--- config.mk ---
export PLATFORM = sky130hd
export DESIGN_NAME = riscv_core_dcache_axi_bridge
export DESIGN_NICKNAME = d
export VERILOG_FILES = /design/src/rtl/riscv_core_dcache_axi_bridge.sv
export SDC_FILE = /design/constraint.sdc
export NUM_CORES = 1
export LEC_CHECK = 0
export BUFFER_PORTS_ARGS = -buffer_cell sky130_fd_sc_hd__buf_2
export CAP_MARGIN = 15
export CORE_AREA = 4 4 293 295
export DETAILED_ROUTE_END_ITERATION = 6
export DIE_AREA = 0 0 297 299
export MAX_ROUTING_LAYER = met4
export SYNTH_ARGS = -nofsm -noshare
export SYNTH_HDL_FRONTEND = slang
export SYNTH_SLANG_ARGS = --single-unit
--- constraint.sdc ---
create_clock -name i_clk -period 4.35 [get_ports i_clk]
set_clock_uncertainty 0.2 [all_clocks]
set_input_delay 0 -clock i_clk [delete_from_list [all_inputs] [get_ports i_clk]]
set_output_delay 0 -clock i_clk [all_outputs]
set_load 0.01 [all_outputs]
--- src/rtl/riscv_core_dcache_axi_bridge.sv ---
// rtl/riscv_core_dcache_axi_bridge.sv - D-cache request/done to AXI4 master bridge
// Line fills become one INCR burst; write-through stores become one aligned single-beat write.
module riscv_core_dcache_axi_bridge #(
  parameter int ADDR_WIDTH      = 64,
  parameter int CORE_DATA_WIDTH = 64,
  parameter int AXI_DATA_WIDTH  = 64,
  parameter int LINE_WIDTH      = 256
) (
  input  logic                       i_clk,
  input  logic                       i_rst_n,
  input  logic                       i_mem_read_req,
  input  logic [ADDR_WIDTH-1:0]      i_mem_read_address,
  output logic                       o_mem_read_done,
  output logic [LINE_WIDTH-1:0]      o_mem_read_line,
  input  logic                       i_mem_write_valid,
  input  logic [CORE_DATA_WIDTH-1:0] i_mem_write_data,
  input  logic [ADDR_WIDTH-1:0]      i_mem_write_address,
  input  logic [7:0]                 i_mem_write_strobe,
  output logic                       o_mem_write_done,
  output logic                       o_bus_error,
  output logic [ADDR_WIDTH-1:0]      o_araddr,
  output logic [7:0]                 o_arlen,
  output logic [2:0]                 o_arsize,
  output logic [1:0]                 o_arburst,
  output logic                       o_arvalid,
  input  logic                       i_arready,
  input  logic [AXI_DATA_WIDTH-1:0]  i_rdata,
  input  logic [1:0]                 i_rresp,
  input  logic                       i_rlast,
  input  logic                       i_rvalid,
  output logic                       o_rready,
  output logic [ADDR_WIDTH-1:0]      o_awaddr,
  output logic [7:0]                 o_awlen,
  output logic [2:0]                 o_awsize,
  output logic [1:0]                 o_awburst,
  output logic                       o_awvalid,
  input  logic                       i_awready,
  output logic [AXI_DATA_WIDTH-1:0]  o_wdata,
  output logic [7:0]                 o_wstrb,
  output logic                       o_wlast,
  output logic                       o_wvalid,
  input  logic                       i_wready,
  input  logic [1:0]                 i_bresp,
  input  logic                       i_bvalid,
  output logic                       o_bready
);
  localparam int BEATS = LINE_WIDTH / AXI_DATA_WIDTH;
  localparam int CNT_W = (BEATS > 1) ? $clog2(BEATS) : 1;

  typedef enum logic [1:0] {R_IDLE, R_ADDR, R_DATA, R_DONE} r_state_t;
  typedef enum logic [1:0] {W_IDLE, W_REQ, W_RESP, W_DONE} w_state_t;

  r_state_t r_state, r_next;
  w_state_t w_state, w_next;
  logic [CNT_W-1:0] r_count;
  logic aw_acc, w_acc;

  assign o_arlen   = 8'(BEATS - 1);
  assign o_arsize  = 3'd3;
  assign o_arburst = 2'b01;
  assign o_awlen   = 8'd0;
  assign o_awsize  = 3'd3;
  assign o_awburst = 2'b01;
  assign o_wlast   = 1'b1;

  logic r_hs, r_last_beat, b_hs, aw_hs, w_hs;
  assign r_hs        = i_rvalid & o_rready;
  assign r_last_beat = (r_count == CNT_W'(BEATS - 1));
  assign b_hs        = i_bvalid & o_bready;
  assign aw_hs       = o_awvalid & i_awready;
  assign w_hs        = o_wvalid & i_wready;

  always_ff @(posedge i_clk or negedge i_rst_n) begin
    if (!i_rst_n) r_state <= R_IDLE;
    else          r_state <= r_next;
  end

  always_comb begin
    r_next = r_state;
    case (r_state)
      R_IDLE: if (i_mem_read_req) r_next = R_ADDR;
      R_ADDR: if (i_arready) r_next = R_DATA;
      R_DATA: if (r_hs && r_last_beat) r_next = R_DONE;
      R_DONE: r_next = R_IDLE;
      default: r_next = R_IDLE;
    endcase
  end

  always_comb begin
    o_arvalid       = (r_state == R_ADDR);
    o_rready        = (r_state == R_DATA);
    o_mem_read_done = (r_state == R_DONE);
  end

  // Beats land in place, so the previous line stays readable until the next fill's first beat.
  always_ff @(posedge i_clk or negedge i_rst_n) begin
    if (!i_rst_n) begin
      o_araddr        <= '0;
      o_mem_read_line <= '0;
      r_count         <= '0;
    end else begin
      if (r_state == R_IDLE && i_mem_read_req) begin
        o_araddr <= i_mem_read_address & ~ADDR_WIDTH'(31);
        r_count  <= '0;
      end
      if (r_hs) begin
        for (int i = 0; i < BEATS; i++)
          if (r_count == CNT_W'(i))
            o_mem_read_line[i*AXI_DATA_WIDTH +: AXI_DATA_WIDTH] <= i_rdata;
        r_count <= r_count + 1'b1;
      end
    end
  end

  always_ff @(posedge i_clk or negedge i_rst_n) begin
    if (!i_rst_n) w_state <= W_IDLE;
    else          w_state <= w_next;
  end

  always_comb begin
    w_next = w_state;
    case (w_state)
      W_IDLE: if (i_mem_write_valid) w_next = W_REQ;
      W_REQ:  if ((aw_acc || aw_hs) && (w_acc || w_hs)) w_next = W_RESP;
      W_RESP: if (i_bvalid) w_next = W_DONE;
      W_DONE: w_next = W_IDLE;
      default: w_next = W_IDLE;
    endcase
  end

  always_comb begin
    o_awvalid        = (w_state == W_REQ) && !aw_acc;
    o_wvalid         = (w_state == W_REQ) && !w_acc;
    o_bready         = (w_state == W_RESP);
    o_mem_write_done = (w_state == W_DONE);
  end

  always_ff @(posedge i_clk or negedge i_rst_n) begin
    if (!i_rst_n) begin
      o_awaddr <= '0;
      o_wdata  <= '0;
      o_wstrb  <= '0;
      aw_acc   <= 1'b0;
      w_acc    <= 1'b0;
    end else begin
      if (w_state == W_IDLE) begin
        aw_acc <= 1'b0;
        w_acc  <= 1'b0;
        if (i_mem_write_valid) begin
          o_awaddr <= i_mem_write_address & ~ADDR_WIDTH'(7);
          o_wdata  <= i_mem_write_data << {i_mem_write_address[2:0], 3'b000};
          o_wstrb  <= i_mem_write_strobe << i_mem_write_address[2:0];
        end
      end else begin
        if (aw_hs) aw_acc <= 1'b1;
        if (w_hs)  w_acc  <= 1'b1;
      end
    end
  end

  // Bad response or a burst whose rlast disagrees with the beat count.
  always_ff @(posedge i_clk or negedge i_rst_n) begin
    if (!i_rst_n) o_bus_error <= 1'b0;
    else o_bus_error <= (r_hs && ((i_rresp != 2'b00) || (i_rlast != r_last_beat)))
                     || (b_hs && (i_bresp != 2'b00));
  end
endmodule

# == Word level (Yosys, flattened, before mapping) ==
# Cells that the tools add are included.
# totals
ff_bits,457
output_inout_bits,491
wordCells,79
# classes
addsub,1
n_eq_ne,16
shift,2
n_mux,14
bitwise_logic,4
reduce_logical,28
# ops
op,count
$shl A64 B6 Y64,1
$mux W2,8
$pmux W2 S4,2
$eq A2 B2 Y1 const B,6
$reduce_and A2 Y1,5
$reduce_bool A2 Y1,5
$ne A2 B2 Y1 const B,4
$shl A8 B3 Y8,1
$logic_and A1 B1 Y1,7
$eq A2 B1 Y1 const B,3
$logic_not A2 Y1,3
$reduce_and A3 Y1,2
$and A1 B1 Y1,4
$logic_or A1 B1 Y1,4
$mux W1,4
$ne A2 B1 Y1 const B,2
$add A2 B1 Y2 const B,1
$logic_not A1 Y1,2
$ne A1 B1 Y1,1

# == Longest topological paths before layout ==
# Gate-level depths: netlist (run 1).
# depth
ltp_word,7
mapped_depth,7

# == Least setup slack after synthesis (run 1) ==
# Ideal clock, no wire load.
# synth_path
path_kind,register to register
from,reg r_state[0]
to,reg o_mem_read_line[196]
arrival_time_ns,1.646
setup_slack_ns,2.379
path_stages_with_launch,8
n_path_buf,3
cell_sequence,dfrtp_1 > inv_1 > ha_1 > buf_2 > nand3_1 > buf_2 > buf_2 > mux2_2
# synth_via
elab_chain_cells,3
# synth_lines
item,line_no,rtl
start: declaration,53,"r_state_t r_state, r_next;"
start signal: assignment,75,else r_state <= r_next;
$eq A2 B2 Y1,91,o_rready = (r_state == R_DATA);
named net o_rready,31,"output logic o_rready,"
$and A1 B1 Y1,67,assign r_hs = i_rvalid & o_rready;
$reduce_and A2 Y1 (no line),-,
end signal: indexed assignment,109,o_mem_read_line[i*AXI_DATA_WIDTH +: AXI_DATA_WIDTH] <= i_rdata;
end: declaration,14,"output logic [LINE_WIDTH-1:0] o_mem_read_line,"
# The timed path passes the listed nets, and every way through them passes these cells.
# A chain may end at the register's enable or synchronous reset.

# == Worst setup path after layout (run 1) ==
# layout_path
from,in i_mem_write_address[0]
to,reg o_wdata[36]
# layout_via
elab_chain_cells,1
# layout_lines
item,line_no,rtl
start: declaration,17,"input logic [ADDR_WIDTH-1:0] i_mem_write_address,"
$shl A64 B6 Y64,151,"o_wdata <= i_mem_write_data << {i_mem_write_address[2:0], 3'b000};"
end signal: assignment,151,
end: declaration,38,"output logic [AXI_DATA_WIDTH-1:0] o_wdata,"
# No other way between the ends.

==> results of run 1 <==
## through the flow
step                      cell area [sq um]  total power (uW)  instances  hold WS (ns)  util (%)
after CTS                             30340             18940       3729     0.0001423     36.49
after global placement                23890             13840       3163       -0.1011     28.73
after detailed placement              23890             13970       3163       -0.1081     28.73
after global routing                  30340             19920       3729       0.03156     36.49
final                                 30350             18820       3730       0.05265     36.49
after floorplan                       19330             10660       1457       -0.4956         -
## cell usage in the layout (no fill, tap or decap), types with 8 or more instances in the layout
cell	instances
buf_2	727
dlygate4sd3_1	473
dfrtp_1	457
mux2_2	362
nand2_1	231
clkbuf_16	52
o22ai_1	37
conb_1	35
o21ai_0	29
mux2i_1	28
o31ai_1	27
nor2b_1	20
mux4_2	15
buf_4	14
ha_1	13
inv_1	10
clkinv_2	10
clkbuf_8	10
and2_1	9
o22a_1	9
a22o_1	9
clkbuf_1	9
a221o_1	8
## registers in the layout (all words and copies together) (netlist names)
name,count
w_acc,1
o_wstrb,8
r_state,2
w_state,2
o_mem_read_line,256
o_wdata,64
o_araddr,59
aw_acc,1
o_awaddr,61
r_count,2
o_bus_error,1
## how the worst min path moves through the flow
stage                start                               end  slack (ns)
5_1_grt        i_rdata[47]  o_mem_read_line[239]$_DFFE_PN0P_        0.03
3_5_place_dp       i_rst_n  o_mem_read_line[100]$_DFFE_PN0P_       -0.11
6_report       i_rdata[49]  o_mem_read_line[177]$_DFFE_PN0P_        0.05
2_1_floorplan      i_rst_n                aw_acc$_DFFE_PN0P_       -0.50
3_3_place_gp       i_rst_n  o_mem_read_line[100]$_DFFE_PN0P_       -0.10
4_1_cts        i_rdata[56]  o_mem_read_line[184]$_DFFE_PN0P_      0.0001
## Yosys cell counts, drive strengths merged
cell / instances
dfrtp: 457
o21ai: 29
nor2b: 20
nor2: 5
mux2: 362
conb: 2
a22o: 9
nand3b: 1
o32a: 1
a21oi: 3
o22ai: 37
a221oi: 1
a222oi: 1
ha: 13
inv: 10
clkbuf: 31
a31oi: 1
o211ai: 1
a221o: 8
xor2: 1
dlygate4sd1: 1
nand2b: 2
nand3: 7
nor3: 1
and3: 2
nand2: 234
and2: 10
or2: 1
o31ai: 27
clkdlybuf4s15: 1
mux4: 18
o22a: 9
or3: 1
mux2i: 28
buf: 89
## layer usage
| layer | GRT usage, % | wire length [um] | vias to the layer above |
|---|---|---|---|
| met5 | - | 0 | - |
| met4 | 5.458 | 2645 | 0 |
| met3 | 4.025 | 5380 | 153 |
| met2 | 27.78 | 36200 | 749 |
| met1 | 18.45 | 28040 | 8165 |
| li1 | - | - | 7310 |
## layout make-up
cell class / count / area [sq um] / share of cell area (%)
Timing Repair Buffer: 1222 / 8641 / 28.47
Antenna cell: 1 / 2.502 / 0.008246
Inverter: 10 / 37.54 / 0.1237
Tap cell: 1080 / 1351 / 4.453
Clock buffer: 71 / 1473 / 4.853
Sequential cell: 457 / 11440 / 37.68
Clock inverter: 21 / 215.2 / 0.7092
Multi-Input combinational cell: 868 / 7191 / 23.70
## what timing repair did
action	CTS	global route
hold endpoints to repair	777	0
setup buffers	0	0
hold buffers	474	0
resized for setup	0	0
## logic make-up (layout without fill, tap and decap cells)
| logic type | Yosys count | after routing | synth area share (%) |
|---|---|---|---|
| DFF | 457 | 457 | 59.53 |
| muxes | 408 | 408 | 24.85 |
| and+or+nand+nor | 284 | 284 | 6.122 |
| buffers and inverters | 132 | 1324 | 4.018 |
| AOI/OAI and AO/OA | 127 | 127 | 4.553 |
| adders and majority gates | 13 | 13 | 0.8467 |
| other | 2 | 36 | 0.03909 |
| xor gates and xnor gates | 1 | 1 | 0.04560 |
## worst reg2reg max path: stages (launching register included)
cell           delay (ns)
dfrtp_1              0.40
inv_1                0.11
ha_1                 0.31
nand2_4              0.28
buf_4                0.60
a31oi_1              0.09
dlygate4sd3_1        0.58
a21oi_1              0.14
dlygate4sd3_1        0.56
## report_power, final
group,internal [uW],switching (uW),leakage (uW),total [uW]
logic,3520,3800,0.00857,7320
clock network,2540,1800,0.000827,4350
registers,6170,984,0.00572,7160
total,12200,6590,0.0151,18800
==> impl_metrics.env, run 1 <==
export IMPL_outcome="finished clean"
export IMPL_grt_pass1_vias=17577
export IMPL_grtUsageTotal_pct=16.16
export IMPL_dp_hpwl_um=48060
export IMPL_core_sq_um=83160
export IMPL_whs_path_depth=3
export IMPL_crit_arrival_ns=3.68
export IMPL_reg2reg_depth=8
export IMPL_numCtsBuffers=52
export IMPL_min_period_over_period_pct=78.61
export IMPL_drv_cap=0
export IMPL_synth_area_sq_um=19210
export IMPL_crit_type="in -> reg"
export IMPL_antenna_found_initial=1
export IMPL_clk_latency_ns=0.58
export IMPL_required_ns=4.61
export IMPL_layout_drive_gt1_share_pct=46.02
export IMPL_cts_sinks=457
export IMPL_ir_drop_mv=0.3220
export IMPL_routed_wl_um=72270
export IMPL_grt_pass1_wl_um=109500
export IMPL_cts_root_buffer="clkbuf_16"
export IMPL_tns_ns=0
export IMPL_crit_start="i_mem_write_address[0]"
export IMPL_preCtsSetupSlack_ns=1.579
export IMPL_layout_nets=2902
export IMPL_syn_to_final_growth_pct=57.97
export IMPL_syn_instance_count=1424
export IMPL_crit_fanout=26
export IMPL_nFillCells=7889
export IMPL_io_pins=769
export IMPL_first_pass_iters=5
export IMPL_timing_reg2reg_setup_slack_ns=1.02
export IMPL_io_buffers=728
export IMPL_slew_headroom_pct=36.81
export IMPL_htree_levels=2
export IMPL_leakage_uw=0.01512
export IMPL_synth_area_per_cell_sq_um=13.49
export IMPL_synth_distinct_cells=44
export IMPL_r2r_end="o_wstrb[4]$_DFFE_PN0P_"
export IMPL_num_rows=106
export IMPL_drt_initial_drc_count=790
export IMPL_fmaxAchievable_mhz=292.4
export IMPL_tritoncts="built"
export IMPL_avgViaCountPerCell=4.391
export IMPL_worst_pin_slew_ns=0.9478
export IMPL_via_count=16377
export IMPL_p_per_area_nw_per_um2=620.2
export IMPL_crit_top_cell="dlygate4sd3_1"
export IMPL_die_area_sq_um=88800
export IMPL_yosysSeqAreaShare_pct=59.53
export IMPL_min_period_ns=3.420
export IMPL_path_delay_family="buffers and inverters"
export IMPL_cpPeakStageDelay_ns=0.60
export IMPL_start_kind="primary input"
export IMPL_start_util_pct=23.10
export IMPL_drc=0
export IMPL_synth_largest_area_cell="dfrtp_1"
export IMPL_ys_top_cells_by_area="dfrtp_1 60%, mux2_2 21%, nand2_1 4.5%"
export IMPL_end_kind="flop"
export IMPL_crit_chain="buf_2 > buf_4 > mux4_2 > dlygate4sd3_1 > nor2b_1 > dlygate4sd3_1 > a221o_1 > dlygate4sd3_1"
export IMPL_slowest_stage="dlygate4sd3_1"
export IMPL_finalHoldViolations=0
export IMPL_drtAntennaViolNets=0
export IMPL_grt_ovfl_total=0
export IMPL_setup_viol_count_final=0
export IMPL_ys_warn_count=0
export IMPL_routabilityCongestion=0.8567
export IMPL_worstReg2RegStart="w_state[0]$_DFFE_PN0P_"
export IMPL_hold_path_class="in -> reg"
export IMPL_fin_ws_ns=0.9303
export IMPL_crit_cells=8
export IMPL_die_x_um=297
export IMPL_grt_start_max_net_pins=110
export IMPL_path_buf_inv=5
export IMPL_clk_path_buf_depth=3
export IMPL_clk_pin_slew_ns=0.06
export IMPL_ys_ff_latch=457
export IMPL_dieHeight_um=299
export IMPL_cp_endpoint="o_wdata[36]$_DFFE_PN0P_"
export IMPL_yosysTopAreaCellShare_pct=59.53
export IMPL_wl_per_cell_um=19.37
export IMPL_slew_violations=0
export IMPL_rsz0062_at_grt="false"
No activity file was read; power rests on OpenSTA's default activity.
==> inputs of run 2 (changes only) <==
Settings changed: CORE_AREA 4 4 293 295 to 4 4 295 297, DIE_AREA 0 0 297 299 to 0 0 299 301.
Clock period 4.35 ns to 2.9 ns, I/O delays scaled along.
==> impl_metrics.env, run 2 (synthesized netlist as in run 1, its figures left out) <==
export IMPL_dieHeight_um=301
export IMPL_fin_util_pct=36.91
export IMPL_grt_ovfl_total=0
export IMPL_multi_input_area_sq_um=7191
export IMPL_crit_fanout=18
export IMPL_htree_levels=2
export IMPL_cts_root_buffer="clkbuf_16"
export IMPL_preCtsSetupSlack_ns=0.5460
export IMPL_layout_nets=2983
export IMPL_crit_arrival_ns=3.19
export IMPL_cpPeakStageDelay_ns=0.84
export IMPL_hold_path_class="in -> reg"
export IMPL_drv_cap=0
export IMPL_numCtsBuffers=51
export IMPL_nFillCells=8095
export IMPL_r2r_end="o_bus_error$_DFF_PN0_"
export IMPL_seqCellArea_sq_um=11440
export IMPL_cts_sinks=457
export IMPL_whs_endpoint="o_araddr[20]$_DFFE_PN0P_"
export IMPL_grtUsageTotal_pct=16.26
export IMPL_grt_met2_usage_pct=28.05
export IMPL_min_period_over_period_pct=99.00
export IMPL_largest_register="o_mem_read_line"
export IMPL_use_met3_pct=3.951
export IMPL_cts_resized=0
export IMPL_routabilityCongestion=0.8657
export IMPL_grt_start_max_net_pins=93
export IMPL_antenna_found_initial=8
export IMPL_start_util_pct=22.70
export IMPL_reg2reg_depth=6
export IMPL_wl_per_cell_um=19.05
export IMPL_final_common_cell="buf_2"
export IMPL_crit_type="in -> reg"
export IMPL_tns_ns=0
export IMPL_top_regs="o_mem_read_line x256, o_wdata x64, o_awaddr x61"
export IMPL_layout_common_cells="727 x buf_2, 531 x dlygate4sd3_1, 457 x dfrtp_1"
export IMPL_core_sq_um=84610
export IMPL_syn_to_final_growth_pct=62.57
export IMPL_worstReg2RegStart="r_count[0]$_DFFE_PN0P_"
export IMPL_required_ns=3.22
export IMPL_slowest_stage="nand2b_1"
export IMPL_leakage_uw=0.01535
export IMPL_min_from="i_mem_read_address[20]"
export IMPL_min_period_ns=2.871
export IMPL_clk_latency_ns=0.57
export IMPL_io_buffers=728
export IMPL_p_per_area_nw_per_um2=912.4
export IMPL_drtAntennaViolNets=0
export IMPL_slew_violations=0
export IMPL_ir_drop_mv=0.5642
export IMPL_finalHoldViolations=0
export IMPL_dp_hpwl_um=49840
export IMPL_end_kind="flop"
export IMPL_drt_initial_drc_count=810
export IMPL_fmaxAchievable_mhz=348.3
export IMPL_clk_path_buf_depth=3
export IMPL_slew_headroom_pct=28.23
export IMPL_hold_ws_ns=0.03805
export IMPL_top_usage_layer="met2"
export IMPL_tritoncts="built"
export IMPL_largest_reg_flops=256
export IMPL_avgViaCountPerCell=4.324
export IMPL_post_cts_buffers=0
export IMPL_rsz0062_at_grt="false"
export IMPL_io_pins=769
export IMPL_die_x_um=299
export IMPL_crit_top_cell="dlygate4sd3_1"
export IMPL_layout_drive_gt1_share_pct=45.31
export IMPL_outcome="finished clean"
export IMPL_use_met1_pct=18.31
export IMPL_grt_pass1_vias=18059
export IMPL_worst_pin_slew_ns=1.077
export IMPL_die_area_sq_um=90000
export IMPL_crit_chain="dlygate4sd3_1 > buf_2 > nand2b_1 > o22ai_1 > dlygate4sd3_1 > o31ai_1 > dlygate4sd3_1"
export IMPL_routed_wl_um=73840
export IMPL_num_rows=107
export IMPL_grt_pass1_wl_um=111200
export IMPL_setup_viol_count_final=0
export IMPL_start_kind="primary input"
export IMPL_timing_reg2reg_setup_slack_ns=0.23
export IMPL_fin_ws_ns=0.02904
export IMPL_clk_pin_slew_ns=0.06
export IMPL_drc=0
export IMPL_via_count=16759
export IMPL_whs_path_depth=3
export IMPL_first_pass_iters=5
[run 2: cell types whose count changed in the layout (fill, tap and decap cells not counted), moves of 2 or more]
cell           before  now
diode_2             1    4
clkbuf_1            9   13
buf_4              14   32
clkinv_2           10    7
clkinvlp_4          4    2
buf_12              6   12
dlygate4sd3_1     473  531
[run 2: worst max path at each step]
stage                           startpoint                          endpoint  slack, ns  cells past startpoint
floorplan           r_state[0]$_DFFE_PN0P_  o_mem_read_line[196]$_DFFE_PN0P_       0.93                      7
global placement    r_state[0]$_DFFE_PN0P_   o_mem_read_line[58]$_DFFE_PN0P_       0.56                      5
detailed placement  r_state[0]$_DFFE_PN0P_   o_mem_read_line[55]$_DFFE_PN0P_       0.55                      5
CTS                 r_count[0]$_DFFE_PN0P_             o_bus_error$_DFF_PN0_       0.18                      6
global route        i_mem_write_address[2]           o_wdata[61]$_DFFE_PN0P_       0.03                      7
finish              i_mem_write_address[2]           o_wdata[61]$_DFFE_PN0P_       0.03                      7
[run 2: layout make-up]
type	instances	share of cell area [%]
Multi-Input combinational cell	868	23.02
Clock inverter	14	0.5529
Inverter	10	0.1202
Clock buffer	75	4.727
Sequential cell	457	36.62
Tap cell	1144	4.583
Timing Repair Buffer	1304	30.34
Antenna cell	4	0.03205
[run 2: power breakdown]
part	total [uW]	switching (uW)	internal (uW)	leakage, uW
registers	10800	1520	9260	0.00572
clock network	6430	2650	3780	0.000807
logic	11300	5800	5490	0.00882
[run 2: timing repair]
action,CTS,global route
endpoints found under the setup margin,0,0
endpoints found under the hold margin,914,0
hold buffers,532,0
[run 2: metrics by stage]
stage,power [uW],instances,cell area [sq um]
floorplan,15990,1457,19330
global placement,20940,3251,24230
detailed placement,21160,3251,24230
CTS,28620,3872,31220
global route,30120,3876,31230
finish,28490,3876,31230
[run 2: worst max-delay path, delay by kind of cell]
kind,cells,cell delay [ns]
simple gates,1,0.84
buf+inv,4,1.91
compound gates,2,0.42
[run 2: layer usage]
metal / routed length (um) / vias up
met5: 0 / -
met4: 3097 / 0
met3: 5876 / 158
met2: 36760 / 769
met1: 28100 / 8359
li1: - / 7473
